## src/rtl/background_redraw_engine_pkg.sv

```systemverilog
// Shared constants for the background redraw path: screen geometry, colour width,
// game-state encodings, FSM state type and the latency-pipeline entry type.
package background_redraw_engine_pkg;

   localparam int unsigned H_RES   = 320;
   localparam int unsigned V_RES   = 240;
   localparam int unsigned COLOR_W = 3;
   localparam int unsigned X_W     = 9;
   localparam int unsigned Y_W     = 8;
   localparam int unsigned GS_W    = 4;

   localparam logic [GS_W-1:0] INITIAL         = 4'd0;
   localparam logic [GS_W-1:0] UPDATE_BRIDGE_1 = 4'd1;
   localparam logic [GS_W-1:0] UPDATE_BRIDGE_2 = 4'd2;
   localparam logic [GS_W-1:0] UPDATE_BRIDGE_3 = 4'd3;
   localparam logic [GS_W-1:0] UPDATE_BRIDGE_4 = 4'd4;
   localparam logic [GS_W-1:0] UPDATE_BRIDGE_5 = 4'd5;
   localparam logic [GS_W-1:0] UPDATE_BRIDGE_6 = 4'd6;
   localparam logic [GS_W-1:0] UPDATE_PILLAR   = 4'd7;
   localparam logic [GS_W-1:0] PLAYER_WON      = 4'd8;
   localparam logic [GS_W-1:0] FINISHED_GAME   = 4'd9;
   localparam logic [GS_W-1:0] DRAW_INITIAL    = 4'd10;

   typedef enum logic [1:0] {StIdle, StSweep, StDrain, StFinish} state_e;

   typedef struct packed {
      logic           valid;
      logic [X_W-1:0] x;
      logic [Y_W-1:0] y;
   } pix_t;

endpackage

```

## src/rtl/background_redraw_engine_raster_counter.sv

```systemverilog
// Raster-order x/y coordinate counter: x fastest, synchronous clear, and a flag that is
// high while the counter sits on the final coordinate.
module background_redraw_engine_raster_counter
   import background_redraw_engine_pkg::*;
#(
   parameter int unsigned NumCols = 320,
   parameter int unsigned NumRows = 240
) (
   input  logic           clk_i,
   input  logic           rst_ni,
   input  logic           clr_i,
   input  logic           en_i,
   output logic [X_W-1:0] x_o,
   output logic [Y_W-1:0] y_o,
   output logic           last_o
);

   localparam logic [X_W-1:0] XMax = X_W'(NumCols - 1);
   localparam logic [Y_W-1:0] YMax = Y_W'(NumRows - 1);

   logic [X_W-1:0] x_q, x_d;
   logic [Y_W-1:0] y_q, y_d;

   always_comb begin
      x_d = x_q;
      y_d = y_q;
      if (clr_i) begin
         x_d = '0;
         y_d = '0;
      end else if (en_i) begin
         if (x_q == XMax) begin
            x_d = '0;
            y_d = (y_q == YMax) ? '0 : y_q + 1'b1;
         end else begin
            x_d = x_q + 1'b1;
         end
      end
   end

   always_ff @(posedge clk_i or negedge rst_ni) begin
      if (!rst_ni) begin
         x_q <= '0;
         y_q <= '0;
      end else begin
         x_q <= x_d;
         y_q <= y_d;
      end
   end

   assign x_o    = x_q;
   assign y_o    = y_q;
   assign last_o = (x_q == XMax) && (y_q == YMax);

endmodule

```

## src/rtl/background_redraw_engine.sv

```systemverilog
// Full-screen background redraw: sweeps every coordinate into the pixel lookup and plots each
// returned colour to the VGA adapter once the lookup latency has elapsed.
module background_redraw_engine
   import background_redraw_engine_pkg::X_W, background_redraw_engine_pkg::Y_W,
          background_redraw_engine_pkg::GS_W, background_redraw_engine_pkg::pix_t,
          background_redraw_engine_pkg::state_e, background_redraw_engine_pkg::StIdle,
          background_redraw_engine_pkg::StSweep, background_redraw_engine_pkg::StDrain,
          background_redraw_engine_pkg::StFinish;
#(
   parameter int unsigned H_RES       = background_redraw_engine_pkg::H_RES,
   parameter int unsigned V_RES       = background_redraw_engine_pkg::V_RES,
   parameter int unsigned ROM_LATENCY = 1,
   parameter int unsigned COLOR_W     = background_redraw_engine_pkg::COLOR_W
) (
   input  logic               clock,
   input  logic               resetn,
   input  logic               start,
   input  logic [GS_W-1:0]    gameStateIn,
   output logic               busy,
   output logic               done,
   output logic [GS_W-1:0]    bgGameState,
   output logic [X_W-1:0]     bgX,
   output logic [Y_W-1:0]     bgY,
   input  logic [COLOR_W-1:0] bgColor,
   output logic [X_W-1:0]     vgaX,
   output logic [Y_W-1:0]     vgaY,
   output logic [COLOR_W-1:0] vgaColour,
   output logic               vgaPlot
);

   state_e                 state_q, state_d;
   pix_t [ROM_LATENCY-1:0] pipe_q, pipe_d;
   pix_t                   tail;
   logic [GS_W-1:0]        bg_game_state_q, bg_game_state_d;
   logic [X_W-1:0]         vga_x_q, vga_x_d;
   logic [Y_W-1:0]         vga_y_q, vga_y_d;
   logic [COLOR_W-1:0]     vga_colour_q, vga_colour_d;
   logic                   vga_plot_q, vga_plot_d;
   logic                   cnt_clr, cnt_en, cnt_last, issue, pipe_busy;
   logic [X_W-1:0]         cnt_x;
   logic [Y_W-1:0]         cnt_y;

   background_redraw_engine_raster_counter #(
      .NumCols (H_RES),
      .NumRows (V_RES)
   ) u_raster_counter (
      .clk_i  (clock),
      .rst_ni (resetn),
      .clr_i  (cnt_clr),
      .en_i   (cnt_en),
      .x_o    (cnt_x),
      .y_o    (cnt_y),
      .last_o (cnt_last)
   );

   always_ff @(posedge clock or negedge resetn) begin
      if (!resetn) state_q <= StIdle;
      else         state_q <= state_d;
   end

   always_comb begin
      state_d = state_q;
      case (state_q)
         StIdle:   if (start)      state_d = StSweep;
         StSweep:  if (cnt_last)   state_d = StDrain;
         StDrain:  if (!pipe_busy) state_d = StFinish;
         StFinish: state_d = StIdle;
         default:  state_d = StIdle;
      endcase
   end

   always_comb begin
      busy    = (state_q == StSweep) || (state_q == StDrain);
      done    = (state_q == StFinish);
      issue   = (state_q == StSweep);
      cnt_clr = (state_q == StIdle) && start;
      // Freeze on the final coordinate so bgX/bgY hold through the drain.
      cnt_en  = (state_q == StSweep) && !cnt_last;
   end

   always_comb begin
      bg_game_state_d = bg_game_state_q;
      if (cnt_clr) bg_game_state_d = gameStateIn;

      pipe_d    = '0;
      pipe_d[0] = '{valid: issue, x: cnt_x, y: cnt_y};
      for (int i = 1; i < int'(ROM_LATENCY); i++) pipe_d[i] = pipe_q[i-1];

      pipe_busy = 1'b0;
      for (int i = 0; i < int'(ROM_LATENCY); i++) pipe_busy = pipe_busy | pipe_q[i].valid;

      tail         = pipe_q[ROM_LATENCY-1];
      vga_plot_d   = tail.valid;
      vga_x_d      = vga_x_q;
      vga_y_d      = vga_y_q;
      vga_colour_d = vga_colour_q;
      if (tail.valid) begin
         vga_x_d      = tail.x;
         vga_y_d      = tail.y;
         vga_colour_d = bgColor;
      end
   end

   always_ff @(posedge clock or negedge resetn) begin
      if (!resetn) begin
         pipe_q          <= '0;
         bg_game_state_q <= '0;
         vga_x_q         <= '0;
         vga_y_q         <= '0;
         vga_colour_q    <= '0;
         vga_plot_q      <= 1'b0;
      end else begin
         pipe_q          <= pipe_d;
         bg_game_state_q <= bg_game_state_d;
         vga_x_q         <= vga_x_d;
         vga_y_q         <= vga_y_d;
         vga_colour_q    <= vga_colour_d;
         vga_plot_q      <= vga_plot_d;
      end
   end

   assign bgGameState = bg_game_state_q;
   assign bgX         = cnt_x;
   assign bgY         = cnt_y;
   assign vgaX        = vga_x_q;
   assign vgaY        = vga_y_q;
   assign vgaColour   = vga_colour_q;
   assign vgaPlot     = vga_plot_q;

endmodule

```

## config.mk

```make
export PLATFORM = sky130hd
export DESIGN_NAME = background_redraw_engine
export DESIGN_NICKNAME = d
export VERILOG_FILES = /design/src/rtl/background_redraw_engine_pkg.sv /design/src/rtl/background_redraw_engine_raster_counter.sv /design/src/rtl/background_redraw_engine.sv
export SDC_FILE = /design/constraint.sdc
export NUM_CORES = 1
export LEC_CHECK = 0
export CORE_MARGIN = 8
export CORE_UTILIZATION = 35
export CTS_BUF_LIST = sky130_fd_sc_hd__clkbuf_2 sky130_fd_sc_hd__clkbuf_4 sky130_fd_sc_hd__clkbuf_8
export DETAILED_ROUTE_END_ITERATION = 7
export REMOVE_ABC_BUFFERS = 1
export SLEW_MARGIN = 20
export SYNTH_ARGS = -nofsm -noshare
export SYNTH_HDL_FRONTEND = slang
export SYNTH_SLANG_ARGS = --single-unit
```

## constraint.sdc

```tcl
create_clock -name clock -period 1.9 [get_ports clock]
set_input_delay 0.38 -clock clock [delete_from_list [all_inputs] [get_ports clock]]
set_output_delay 0.38 -clock clock [all_outputs]
set_load 0.05 [all_outputs]
```

==> results of run 1 <==
==> power groups by stage <==
| stage | Combinational (mW) | Clock, mW | Sequential, mW |
|---|---|---|---|
| 6_report | 1.72 | 1.16 | 1.64 |
| 5_1_grt | 1.84 | 1.26 | 1.67 |
| 4_1_cts | 1.77 | 1.21 | 1.65 |
| 3_5_place_dp | 1.80 | 0 | 1.68 |
| 3_3_place_gp | 1.79 | 0 | 1.66 |
| 2_1_floorplan | 0.589 | 0 | 2.22 |
==> timing repair <==
item,4_1_cts,5_1_grt
endpoints found under the setup margin,7,8
buffers inserted,0,0
resized for setup,7,8
endpoints found under the hold margin,17,0
hold buffers,1,0
==> area by class of cell <==
| class | count | area, um2 |
|---|---|---|
| fillers | 615 | 3346 |
| flip-flops and latches | 62 | 1551 |
| multi-input cells | 108 | 860.8 |
| repair buffers | 75 | 679.4 |
| clock buffers | 11 | 145.1 |
| well taps | 80 | 100.1 |
| clock inverters | 5 | 58.81 |
| inverters | 4 | 15.01 |
==> cell families after synthesis <==
logic type	Yosys count
compound gates	13
xor+xnor	11
fa+ha+maj	6
buf+inv	8
flops	62
mux	25
simple gates	53
==> sequential cells by signal, summed over array words and instances, names as in the netlist <==
register and cells:
vgaY 8, state_q 2, vgaX 9, vgaPlot 1, pipe_busy 1, u_raster_counter.x_o 9
bgGameState 4, vgaColour 3, u_raster_counter.y_o 8, pipe_q 17
==> cell usage after synthesis <==
cell type,number,area share
sky130_fd_sc_hd__a21oi_1,7,0.014
sky130_fd_sc_hd__inv_1,4,0.0062
sky130_fd_sc_hd__nor3_1,1,0.0020
sky130_fd_sc_hd__nor2_1,15,0.023
sky130_fd_sc_hd__nand2b_1,3,0.0077
sky130_fd_sc_hd__dfrtp_1,62,0.64
sky130_fd_sc_hd__a211oi_1,1,0.0031
sky130_fd_sc_hd__xnor2_1,3,0.011
sky130_fd_sc_hd__nand2_1,8,0.012
sky130_fd_sc_hd__nand4b_4,1,0.0097
sky130_fd_sc_hd__clkbuf_1,2,0.0031
sky130_fd_sc_hd__a21boi_2,1,0.0046
sky130_fd_sc_hd__nand4_1,6,0.015
sky130_fd_sc_hd__a311oi_1,1,0.0036
sky130_fd_sc_hd__nor3b_1,1,0.0031
sky130_fd_sc_hd__nand4b_1,1,0.0036
sky130_fd_sc_hd__nand2b_2,1,0.0036
sky130_fd_sc_hd__nand3_1,7,0.014
sky130_fd_sc_hd__a21boi_0,1,0.0031
sky130_fd_sc_hd__or2_2,1,0.0026
sky130_fd_sc_hd__nor3_4,2,0.013
sky130_fd_sc_hd__xor2_1,8,0.029
sky130_fd_sc_hd__and2b_2,1,0.0036
sky130_fd_sc_hd__o32a_1,1,0.0041
sky130_fd_sc_hd__nor4_1,1,0.0026
sky130_fd_sc_hd__ha_1,6,0.031
sky130_fd_sc_hd__a221oi_2,1,0.0062
sky130_fd_sc_hd__and3_1,3,0.0077
sky130_fd_sc_hd__mux2_2,24,0.11
sky130_fd_sc_hd__and2_1,1,0.0026
sky130_fd_sc_hd__buf_1,2,0.0031
sky130_fd_sc_hd__mux2_1,1,0.0046
==> stage by stage <==
stage	setup WS [ns]	cells	power [mW]
after global routing	0.001523	345	4.773
after floorplan	-0.1935	174	2.813
after CTS	0.004513	345	4.628
after global placement	0.2090	328	3.448
after detailed placement	0.1364	328	3.473
final	0.06209	345	4.525
==> metal layers <==
metal / share of wire / routed length [um]
met3: 0.059 / 298
met5: 0 / 0
met1: 0.45 / 2263
met4: 0.023 / 117
met2: 0.47 / 2379
==> final timing paths <==
check	startpoint	end	slack [ns]	cells after the start
worst max-delay path	vgaPlot	vgaPlot	0.06	1
worst min-delay path	pipe_q[9]	vgaX[1]	0.48	1
worst max register to register	state_q[1]	state_q[1]	0.15	6
worst min register to register	pipe_q[9]	vgaX[1]	0.48	1
max in group asynchronous	resetn	bgGameState[0]	0.89	3
min in group asynchronous	resetn	vgaY[7]	0.52	2
==> qor.yml, run 1 <==
run_status: "complete, no violations"
number_of_antenna_violations_at_the_first_check_in_global_routing: 0
p_comb_frac: 0.381
pin_count_of_the_biggest_net_entering_global_routing: 24
tritoncts.num_buffers: 9
worstPathCellList: "clkdlybuf4s50_1"
power.static_leakage_nw: 1.811
drive_above_1_share: 0.3774
grt_use_met1: 0.1246
placedInstanceArea_mm2: 0.003186
critical_path.max_fanout: 1
timing.critical_path.max_delay_family: "buffers and inverters"
complex_gate_fraction_of_the_synthesized_area: 0.03897
crit_path_start_kind: "flip-flop"
num_rows: 30
buffer_ports.inserted: 53
power_switching_mw: 1.685
most_common_library_cell_in_the_layout_ignoring_fill_and_taps: "sky130_fd_sc_hd__dfrtp_1"
slew_headroom: 0.6621
finalNetCount: 276
vias_in_the_first_global_route: 1791
starting_density: 0.3611
layout_common_cells: "62 x sky130_fd_sc_hd__dfrtp_1, 46 x sky130_fd_sc_hd__buf_4, 24 x sky130_fd_sc_hd__mux2_2"
max_stage_delay_ns: 0.80
global_route_usage_sum: 0.1121
hp-class: "reg2reg"
finish.utilization: 0.5048
synth_xor_xnor_area_share: 0.03949
sequentialPowerShare: 0.363
avgSynthCellArea_um2: 13.71
rsz_0062_raised_after_global_routing: "no"
worst_pin_slew_ns: 0.5060
floorplan.io_pins: 54
worst_skew_pair.late_latency_ns: 0.34
internal_power_mw: 2.840
fin_worst_hold_slack_ns: 0.4760
setup_total_negative_slack_ns: 0
tritoncts: "built"
critical_path.endpoint_type: "primary output"
via_per_inst: 4.771
synthMuxAreaShare: 0.1154
fin_skew_ns: 0.007242
min_period_ns: 1.838
synth-warning-count: 0
wire_per_inst_um: 14.66
flow.area_growth_from_synthesis_pct: 39.79
p_per_area_mw_per_mm2: 1327
worstSetupPathType: "reg2out"
die_width_um: 99.49
post_synth_num_cell_types: 32
postSynthCellCount: 178
dp_hpwl_um: 3774
core_region_area_mm2: 0.006756
synth_top_family_by_area: "simple AND/OR/NAND/NOR gates"
antenna_cells_inserted: 0
routed-via-count: 1646
grt_first_pass_wirelength_um: 8583
post_synth_and_or_nand_nor_area_fraction: 0.1272
ys_seq_area_frac: 0.6359
design_area_mm2: 0.003411
first_iter_violations: 39
die_h_um: 99.49
cp.required_ns: 1.52
post-route-drc-count: 0
maximum_clock_frequency_ghz: 0.5441
postRouteWirelength_um: 5059
globalRouteOverflowTotal: 0
swShare: 0.3724
grt_util_met2: 0.1782
synth.ff_latch_count: 62
htreeDepth: 3
final_antenna_net_count: 0
cp_data_arrival_time_ns: 1.46
routabilityCongestion: 0.7647
clkTransAtPathRegs_ns: 0.07
first_pass_iters: 4
hold_violations: 0
clock_root_buffer: "sky130_fd_sc_hd__clkbuf_8"
cp_slowest_cell: "sky130_fd_sc_hd__clkdlybuf4s50_1"
grt_util_met3: 0.04190
maxSlewViolCount: 0
synth_area_mm2: 0.002440
finalCritPeriodShare: 0.9673
worstPathBufferInverterCount: 1
gr_peak_layer: "met2"
dieArea_mm2: 0.009898
final_setup_fails: 0
ir_worst_vdd_mv: 0.9937
ctsLongestPathBuffers: 2
cap_violations: 0
adder_and_majority_cell_fraction_of_the_synthesized_area: 0.03077
cts_sinks: 62
power_frac_clock: 0.256
(Power assumes the default switching activity.)
==> inputs of run 2 (changes only) <==
- MAX_ROUTING_LAYER: not set -> met4
==> run 2 against run 1 <==
  * Wire length is 0.12% lower
  * Largest cell class unchanged
  * Clock skew barely moved
  * Worst hold slack unchanged
==> qor.yml, run 2 (same netlist as run 1, synthesis figures left out) <==
critical_path.max_fanout: 1  # unchanged
die_h_um: 99.49  # unchanged
clkTransAtPathRegs_ns: 0.07  # about the same
routabilityCongestion: 0.7748  # +1.3%
postRouteWirelength_um: 5053  # -0.12%
antenna_cells_inserted: 0  # unchanged
rsz_0062_raised_after_global_routing: "no"
hp-class: "reg2reg"
worstPathBufferInverterCount: 1  # unchanged
slew_headroom: 0.6621  # about the same
tritoncts.num_buffers: 9  # unchanged
globalRouteOverflowTotal: 0  # unchanged
fin_skew_ns: 0.007416  # +0.0001734 ns
grt_first_pass_wirelength_um: 8590  # about the same
cts_setup_buffers: 0  # unchanged
pin_count_of_the_biggest_net_entering_global_routing: 24  # unchanged
final_antenna_net_count: 0  # unchanged
p_per_area_mw_per_mm2: 1327  # about the same
finish.utilization: 0.5048  # unchanged
wire_per_inst_um: 14.65  # -0.12%
grt_util_met3: 0.03771  # -0.004190
worst_r2r_path_depth: 6  # unchanged
dp_hpwl_um: 3774  # unchanged
setup.reg_to_reg.worst_slack_ns: 0.15  # about the same
maxSlewViolCount: 0  # unchanged
clock_root_buffer: "sky130_fd_sc_hd__clkbuf_8"
critical_path.endpoint_type: "primary output"
number_of_antenna_violations_at_the_first_check_in_global_routing: 0  # unchanged
flow.area_growth_from_synthesis_pct: 39.79  # unchanged
crit_path_start_kind: "flip-flop"
core_region_area_mm2: 0.006756  # unchanged
dieArea_mm2: 0.009898  # unchanged
cp.required_ns: 1.52  # about the same
grt_util_met2: 0.1782  # unchanged
final-instance-count-excl-fill: 345  # unchanged
reg2reg_from: "state_q[1]"
starting_density: 0.3611  # unchanged
floorplan.io_pins: 54  # unchanged
worstPathCellList: "clkdlybuf4s50_1"
beginning_of_the_worst_hold_path: "pipe_q[9]"
tritoncts: "built"
worst_skew_pair.late_latency_ns: 0.34  # about the same
cts_sinks: 62  # unchanged
maximum_clock_frequency_ghz: 0.5440  # about the same
ctsLongestPathBuffers: 2  # unchanged
max_stage_delay_ns: 0.80  # about the same
htreeDepth: 3  # unchanged
vias_in_the_first_global_route: 1788  # -0.17%
hold-path-cell-count: 1  # unchanged
finalNetCount: 276  # unchanged
power.static_leakage_nw: 1.811  # unchanged
worst_pin_slew_ns: 0.5061  # +0.0001196 ns
drive_above_1_share: 0.3774  # unchanged
grt_use_met1: 0.1271  # +0.002577
dpl.cell_count: 328  # unchanged
largest_register_ffs: 17  # unchanged
num_rows: 30  # unchanged
top_register: "pipe_q"
die_width_um: 99.49  # unchanged
most_common_library_cell_in_the_layout_ignoring_fill_and_taps: "sky130_fd_sc_hd__dfrtp_1"
finalCritPeriodShare: 0.9676  # about the same
hold_violations: 0  # unchanged
first_iter_violations: 34  # -13%
cp_data_arrival_time_ns: 1.46  # about the same
final_setup_fails: 0  # unchanged
gr_peak_layer: "met2"
worstReg2RegEnd: "state_q[1]"
layout_common_cells: "62 x sky130_fd_sc_hd__dfrtp_1, 46 x sky130_fd_sc_hd__buf_4, 24 x sky130_fd_sc_hd__mux2_2"
post-route-drc-count: 0  # unchanged
via_per_inst: 4.762  # -0.18%
cap_violations: 0  # unchanged
routed-via-count: 1643  # -0.18%
whs_endpoint: "vgaX[1]"
timing.critical_path.max_delay_family: "buffers and inverters"
worstSetupPathType: "reg2out"
global_route_usage_sum: 0.1152  # +0.003128
first_pass_iters: 4  # unchanged
buffer_ports.inserted: 53  # unchanged
run_status: "complete, no violations"
ir_worst_vdd_mv: 0.9943  # about the same
cp_slowest_cell: "sky130_fd_sc_hd__clkdlybuf4s50_1"
min_period_ns: 1.838  # +0.0004556 ns
-- run 2: report_power, final --
part / internal [mW] / total (mW) / switching, mW / leakage (nW)
Combinational: 0.656 / 1.73 / 1.07 / 0.875
Sequential: 1.53 / 1.64 / 0.115 / 0.837
Clock: 0.655 / 1.16 / 0.502 / 0.0990
Total: 2.84 / 4.53 / 1.69 / 1.81
-- run 2: what timing repair did --
| action | CTS | global route |
|---|---|---|
| endpoints found under the setup margin | 7 | 8 |
| hold endpoints to repair | 17 | 0 |
| cloned | 0 | 0 |
| gates resized for setup | 7 | 8 |
| hold buffers | 1 | 0 |
-- run 2: worst max path at each step --
stage	from	end	slack, ns	cells past startpoint
6_report	vgaPlot	vgaPlot	0.06	1
5_1_grt	u_raster_counter.x_o[0]	state_q[1]	0.002	6
4_1_cts	vgaX[4]	vgaX[4]	0.005	1
3_5_place_dp	state_q[1]	state_q[1]	0.14	6
3_3_place_gp	state_q[1]	u_raster_counter.x_o[2]	0.21	7
2_1_floorplan	u_raster_counter.x_o[0]	state_q[1]	-0.19	6
-- run 2: through the flow --
stage,TNS (ns),worst slack [ns],total power [mW],instance area [um2],hold slack [ns]
finish,0,0.06163,4.526,3411,0.4760
global route,0,0.001523,4.772,3411,0.4840
CTS,0,0.004513,4.628,3391,0.4796
detailed placement,0,0.1364,3.473,3186,0.3618
global placement,0,0.2090,3.448,3186,0.3600
floorplan,-0.9536,-0.1935,2.813,2425,0.08441
-- run 2: cell type report --
cell class | instances | area (um2)
clock buffers | 11 | 145.1
clock inverters | 5 | 58.81
fillers | 615 | 3346
inverters | 4 | 15.01
multi-input cells | 108 | 860.8
flip-flops and latches | 62 | 1551
well taps | 80 | 100.1
repair buffers | 75 | 679.4
-- run 2: metal layers --
layer / routed length (um) / up-vias
met3: 251 / 9
met4: 112 / 0
met5: 0 / -
met2: 2376 / 38
met1: 2312 / 809
li1: - / 787
